==> src/rtl/sensor_conditioner.sv <==
// Moisture block averager and debounced light-level classifier feeding the irrigation FSM.
// Optional stuck-sample fault detection is compiled in with `define SENSOR_FAULT_EN.
module sensor_conditioner #(
  parameter int unsigned AVG_LOG2  = 3,
  parameter logic [6:0]  L_T1      = 7'd20,
  parameter logic [6:0]  L_T2      = 7'd60,
  parameter logic [6:0]  L_T3      = 7'd100,
  parameter logic [6:0]  L_HYST    = 7'd5,
  parameter int unsigned PERSIST   = 4,
  parameter int unsigned FAULT_CNT = 16
) (
  input  logic       clk,
  input  logic       rst_n,
  input  logic       sample_valid,
  input  logic [6:0] m_raw,
  input  logic [6:0] l_raw,
  output logic [6:0] m_avg,
  output logic       m_valid,
  output logic [1:0] l_level,
  output logic       l_change,
  output logic       sensor_fault
);

  localparam int unsigned ACC_W = 7 + AVG_LOG2;
  localparam logic [6:0] THR [1:3] = '{L_T1, L_T2, L_T3};

  logic [ACC_W-1:0]    acc_q, acc_d, sum;
  logic [AVG_LOG2-1:0] cnt_q, cnt_d;
  logic [6:0]          m_avg_q, m_avg_d, avg_trunc;
  logic                m_valid_q, m_valid_d;
  logic [1:0]          level_q, level_d, tgt_q, tgt_d, cand;
  logic [3:0]          pcnt_q, pcnt_d, pinc;
  logic                change_q, change_d, up_found;
  logic                fault;

  assign sum       = acc_q + ACC_W'(m_raw);
  assign avg_trunc = 7'(sum >> AVG_LOG2);

  always_comb begin
    acc_d     = acc_q;
    cnt_d     = cnt_q;
    m_avg_d   = m_avg_q;
    m_valid_d = 1'b0;
    if (sample_valid) begin
      cnt_d = cnt_q + 1'b1;
      if (&cnt_q) begin
        acc_d     = '0;
        m_avg_d   = avg_trunc;
        m_valid_d = 1'b1;
      end else begin
        acc_d = sum;
      end
    end
  end

  // Thresholds ascend, so the lowest crossed threshold alone decides a downward move.
  always_comb begin
    cand     = level_q;
    up_found = 1'b0;
    for (int k = 1; k <= 3; k++) begin
      if (2'(k) > level_q && l_raw >= THR[k]) begin
        cand     = 2'(k);
        up_found = 1'b1;
      end
    end
    if (!up_found) begin
      for (int k = 2; k >= 0; k--) begin
        if (2'(k) < level_q &&
            l_raw < ((THR[k+1] > L_HYST) ? THR[k+1] - L_HYST : 7'd0))
          cand = 2'(k);
      end
    end
  end

  always_comb begin
    pcnt_d   = pcnt_q;
    tgt_d    = tgt_q;
    level_d  = level_q;
    change_d = 1'b0;
    pinc     = 4'd0;
    if (sample_valid && !fault) begin
      if (cand == level_q) begin
        pcnt_d = 4'd0;
      end else begin
        if (cand != tgt_q) begin
          tgt_d = cand;
          pinc  = 4'd1;
        end else begin
          pinc = pcnt_q + 4'd1;
        end
        if (pinc == 4'(PERSIST)) begin
          level_d  = tgt_d;
          change_d = 1'b1;
          pcnt_d   = 4'd0;
        end else begin
          pcnt_d = pinc;
        end
      end
    end
  end

  always_ff @(posedge clk or negedge rst_n) begin
    if (!rst_n) begin
      acc_q     <= '0;
      cnt_q     <= '0;
      m_avg_q   <= 7'd127;
      m_valid_q <= 1'b0;
      level_q   <= 2'd0;
      tgt_q     <= 2'd0;
      pcnt_q    <= 4'd0;
      change_q  <= 1'b0;
    end else begin
      acc_q     <= acc_d;
      cnt_q     <= cnt_d;
      m_avg_q   <= m_avg_d;
      m_valid_q <= m_valid_d;
      level_q   <= level_d;
      tgt_q     <= tgt_d;
      pcnt_q    <= pcnt_d;
      change_q  <= change_d;
    end
  end

`ifdef SENSOR_FAULT_EN
  logic [4:0] mf_q, mf_d, lf_q, lf_d;
  logic       fault_q, fault_d;

  // Counters saturate so a long stuck run cannot wrap back below the trip point.
  always_comb begin
    mf_d    = mf_q;
    lf_d    = lf_q;
    fault_d = fault_q;
    if (sample_valid) begin
      if (m_raw == 7'd0 || m_raw == 7'd127) begin
        if (mf_q != 5'(FAULT_CNT)) mf_d = mf_q + 5'd1;
      end else begin
        mf_d = 5'd0;
      end
      if (l_raw == 7'd0 || l_raw == 7'd127) begin
        if (lf_q != 5'(FAULT_CNT)) lf_d = lf_q + 5'd1;
      end else begin
        lf_d = 5'd0;
      end
      if (mf_d == 5'(FAULT_CNT) || lf_d == 5'(FAULT_CNT)) fault_d = 1'b1;
    end
  end

  always_ff @(posedge clk or negedge rst_n) begin
    if (!rst_n) begin
      mf_q    <= 5'd0;
      lf_q    <= 5'd0;
      fault_q <= 1'b0;
    end else begin
      mf_q    <= mf_d;
      lf_q    <= lf_d;
      fault_q <= fault_d;
    end
  end

  assign fault = fault_q;
`else
  assign fault = 1'b0;
`endif

  assign m_avg        = fault ? 7'd127 : m_avg_q;
  assign m_valid      = m_valid_q & ~fault;
  assign l_level      = level_q;
  assign l_change     = change_q;
  assign sensor_fault = fault;

endmodule

==> config.mk <==
export PLATFORM = sky130hd
export DESIGN_NAME = sensor_conditioner
export DESIGN_NICKNAME = d
export VERILOG_FILES = /design/src/rtl/sensor_conditioner.sv
export SDC_FILE = /design/constraint.sdc
export NUM_CORES = 1
export LEC_CHECK = 0
export CAP_MARGIN = 20
export CORE_ASPECT_RATIO = 2
export CORE_UTILIZATION = 49
export CTS_BUF_LIST = sky130_fd_sc_hd__clkbuf_16
export CTS_CLUSTER_DIAMETER = 60
export DETAILED_ROUTE_END_ITERATION = 6
export PLACE_DENSITY = 0.76
export SYNTH_ARGS = -nofsm -noshare
export SYNTH_HDL_FRONTEND = slang
export SYNTH_SLANG_ARGS = --single-unit
==> constraint.sdc <==
create_clock -name clk -period 2.1 [get_ports clk]
set_clock_uncertainty 0.15 [all_clocks]
set_input_delay 0.21 -clock clk [delete_from_list [all_inputs] [get_ports clk]]
set_output_delay 0.21 -clock clk [all_outputs]
set_load 0.02 [all_outputs]
==> Implementation_results.wiki <==
{| class="wikitable"
! Metric !! Value
|-
| Result of the run || finished with violations
|-
| Violated checks || negative setup slack
|-
| Pin count of the biggest net entering global routing || 31
|-
| Largest vdd supply drop || 0.824 mV
|-
| Min setup slack post-route || -0.181 ns
|-
| Clk Latency, worst-skew pair || 0.27 ns
|-
| Library cell with the largest summed area after synthesis || dfrtp_1
|-
| Number of enable flip-flop cells after synthesis || 0
|-
| Post-detail-place hpwl || 3170 um
|-
| Power Density || 1420 nW/um^2
|-
| Post-route minimum period || roughly 2.3 ns
|-
| Fillcell total || 257
|-
| Path category of the worst min-delay check || in2async
|-
| Via count of the first global-routing pass || between 1500 and 2000
|-
| Post-Synthesis Cell Area || 1920 sq um
|-
| Critical Path Slowest Stage Cell || dfrtp_2
|-
| Critical path required time || around 2.1 ns
|-
| Mean area per synthesized cell || 9.42 sq um
|-
| CTS hold repair buffers || 0
|-
| RSZ-0062 raised after global routing || yes
|-
| Worst path max stage delay || 0.47 ns
|-
| N_diodes || 0
|-
| First-pass GRT wire length || 7180 um
|-
| Endpoint type of the worst setup path || flip-flop
|-
| Register bit count reported by yosys || 30
|-
| Share of the synthesized area in the top cell type || 0.299
|-
| Number of antenna violations at the first check in global routing || 0
|-
| Part of the total power dissipated in combinational logic || 0.561
|-
| Chip height || 90.6 um
|-
| Initial standard-cell utilization of the core || 0.522
|-
| H-tree level count || 2
|-
| IO buf count || 27
|-
| Placeable core area || 3680 sq um
|-
| CTS Buffer Depth || 2
|-
| Biggest fanout along the worst timing path || 8
|-
| Total number of yosys warnings || 0
|-
| Overall Global Routing Usage || 0.236
|-
| Synthesized netlist cell count || around 200
|-
| P_sw || 1.45 mW
|-
| Internal power || 2.46 mW
|-
| Number of placement rows || 31
|-
| Share of total power in the clock network || 0.168
|-
| Fraction of layout instances using a drive strength above 1 || 0.371
|-
| Sequential share of power || 0.270
|-
| Switching part of the total || 0.370
|-
| Clock tree root driver cell || clkbuf_16
|-
| Count leader, synth || dfrtp_1
|-
| Weighted congestion reported at the end of routability-driven placement || 0.805
|-
| MaxCap Viol Count || 0
|-
| Post-synth net total || 232
|-
| Total overflow reported by the global router || 0
|-
| Design Power || between 3 and 4 mW
|-
| Count of endpoints failing hold in the final timing report || 0
|-
| Max frequency || 438 MHz
|-
| CP startpoint kind || flip-flop
|-
| Synth area leaders || dfrtp_1, dfstp_2, ha_1
|-
| Footprint of the multi-input gates || 1170 sq um
|-
| Vias || 1731
|-
| Number of buffers created by CTS || 5
|-
| Final slew viol count || 0
|-
| Total negative slack for setup checks || -0.902 ns
|-
| Die Span X || 46.3 um
|-
| Clock Sink Count || 30
|-
| Final Cycle Share || 1.09
|-
| Clk slew on worst S/H paths || 0.05 ns
|-
| Post-synthesis cell type count || 52
|-
| CP Cell Sequence || nand2_1 -> and4b_2 -> nor2_2 -> a211oi_2 -> mux2_4 -> and2_4 -> nand3_4 -> mux2_4
|-
| Routed wire length || 4570 um
|-
| Sequential standard cell area || 762 sq um
|-
| Async set-reset flop share out of synthesis || 1.00
|-
| Register area share after synthesis || 0.395
|-
| Leakage power || 1.25 nW
|-
| Clock tree from TritonCTS || built
|-
| # DRC || 0
|-
| Number of nets in the final layout || 291
|-
| Violation count after the first detailed-route iteration || 20
|-
| Library cell appearing most often on the critical path || mux2_4
|-
| Routed wire length per instance || 14.6 um
|-
| Number of iterations in the first detailed-routing pass || 4
|-
| Area delta synth->final || 43.6%
|-
| Final setup vio count || 10
|-
| Final ANT Viol Nets || 0
|-
| Number of vias per cell after detailed routing || 5.53
|-
| Die area || 4190 sq um
|-
| Synth cell count leaders || dfrtp_1, inv_1, nand2_1, nor2_1, o21ai_0
|-
| Most frequently used flop master after synthesis || dfrtp_1
|-
| IO Pins || 29
|-
| Startpoint-to-endpoint class of the critical path || reg2reg
|-
| Arrival time reported for the critical path endpoint || ~2.3 ns
|}
## routing by layer
layer	track usage	share of wire	vias to the layer above
li1	-	-	831
met1	0.229	0.35	842
met2	0.424	0.59	45
met3	0.0400	0.025	13
met4	0.137	0.037	0
met5	0	0	-
## cells by family (layout without fill, tap and decap cells)
group / after synthesis / in the layout / synth area share
mux: 7 / 7 / 0.0469
other cells: 1 / 1 / 0.00195
buf+inv: 29 / 89 / 0.0762
simple gates: 61 / 61 / 0.170
xor+xnor: 9 / 9 / 0.0410
flops: 30 / 30 / 0.395
compound gates: 56 / 56 / 0.193
fa+ha+maj: 11 / 11 / 0.0755
## registers in the layout, indices dropped and copies added, names as in the netlist
signal	count
acc_q	10
m_avg	7
pcnt_q	4
cnt_q	3
l_level	2
tgt_q	2
l_change	1
m_valid	1
## area by class of cell
| type | count | area share |
|---|---|---|
| Clock buffer | 5 | 0.0453 |
| Inverter | 19 | 0.0258 |
| Multi-Input combinational cell | 145 | 0.425 |
| Tap cell | 49 | 0.0222 |
| Clock inverter | 3 | 0.00453 |
| Timing Repair Buffer | 62 | 0.201 |
| Sequential cell | 30 | 0.276 |
## layout by cell type, fill, tap and decap left out, types with 4 or more instances in the layout
| master | netlist | routed |
|---|---|---|
| buf_4 | 2 | 30 |
| dfrtp_1 | 23 | 21 |
| inv_1 | 19 | 19 |
| clkdlybuf4s50_1 | 0 | 19 |
| nor2_1 | 15 | 14 |
| nand2_1 | 15 | 12 |
| ha_1 | 10 | 9 |
| o21ai_2 | 1 | 7 |
| o21ai_1 | 6 | 7 |
| o21ai_0 | 14 | 7 |
| dfstp_2 | 7 | 7 |
| a21oi_2 | 1 | 6 |
| o22ai_1 | 7 | 5 |
| mux2_4 | 3 | 5 |
| clkbuf_16 | 0 | 5 |
| dlygate4sd2_1 | 0 | 5 |
| xor2_1 | 4 | 4 |
| nor3_1 | 4 | 4 |
| a21oi_1 | 9 | 4 |
| buf_6 | 4 | 4 |
## critical path, delay by kind of cell (launching register included)
kind | cells | cell delay, ns
AND/OR/NAND/NOR | 5 | 0.66
multiplexers | 2 | 0.63
flip-flops | 1 | 0.47
AO/OA/AOI/OAI | 1 | 0.25
## power groups by stage
stage               sequential (mW)  clock (mW)  combinational [mW]
floorplan                      1.13           0                1.03
global route                   1.09       0.702                2.40
CTS                            1.05       0.670                1.98
detailed placement             1.06           0                1.79
global placement               1.05           0                1.74
finish                         1.06       0.659                2.20
## worst paths after layout
path                                               end  depth (start not counted)                    from  slack (ns)
worst min register to register    m_avg[6]$_DFFE_PN1P_                          2    m_avg[6]$_DFFE_PN1P_        0.31
worst max-delay path            l_level[0]$_DFFE_PN0P_                          8  l_level[1]$_DFFE_PN0P_       -0.18
min in group clk                  m_avg[6]$_DFFE_PN1P_                          2    m_avg[6]$_DFFE_PN1P_        0.31
worst min-delay path              acc_q[1]$_DFFE_PN0P_                          2                   rst_n        0.19
max in group asynchronous         m_avg[6]$_DFFE_PN1P_                          2                   rst_n        1.30
worst max register to register  l_level[0]$_DFFE_PN0P_                          8  l_level[1]$_DFFE_PN0P_       -0.18
## per-stage QoR
stage          std cells  cell area [sq um]   util  hold slack (ns)  setup WS (ns)
6_report             313               2760  0.749            0.188         -0.181
5_1_grt              313               2760  0.749            0.233         -0.266
4_1_cts              308               2640  0.716            0.191         -0.199
3_5_place_dp         297               2410  0.655            0.313         -0.645
3_3_place_gp         297               2410  0.655            0.303         -0.591
2_1_floorplan        204               1940      -           -0.236         -0.223
## repair_timing
item | in CTS | in global routing
pin swaps | 15 | 18
endpoints found under the hold margin | 0 | 0
setup buffers | 4 | 7
setup endpoints to repair | 16 | 17
resized for setup | 29 | 27
No activity file was read; power rests on OpenSTA's default activity.
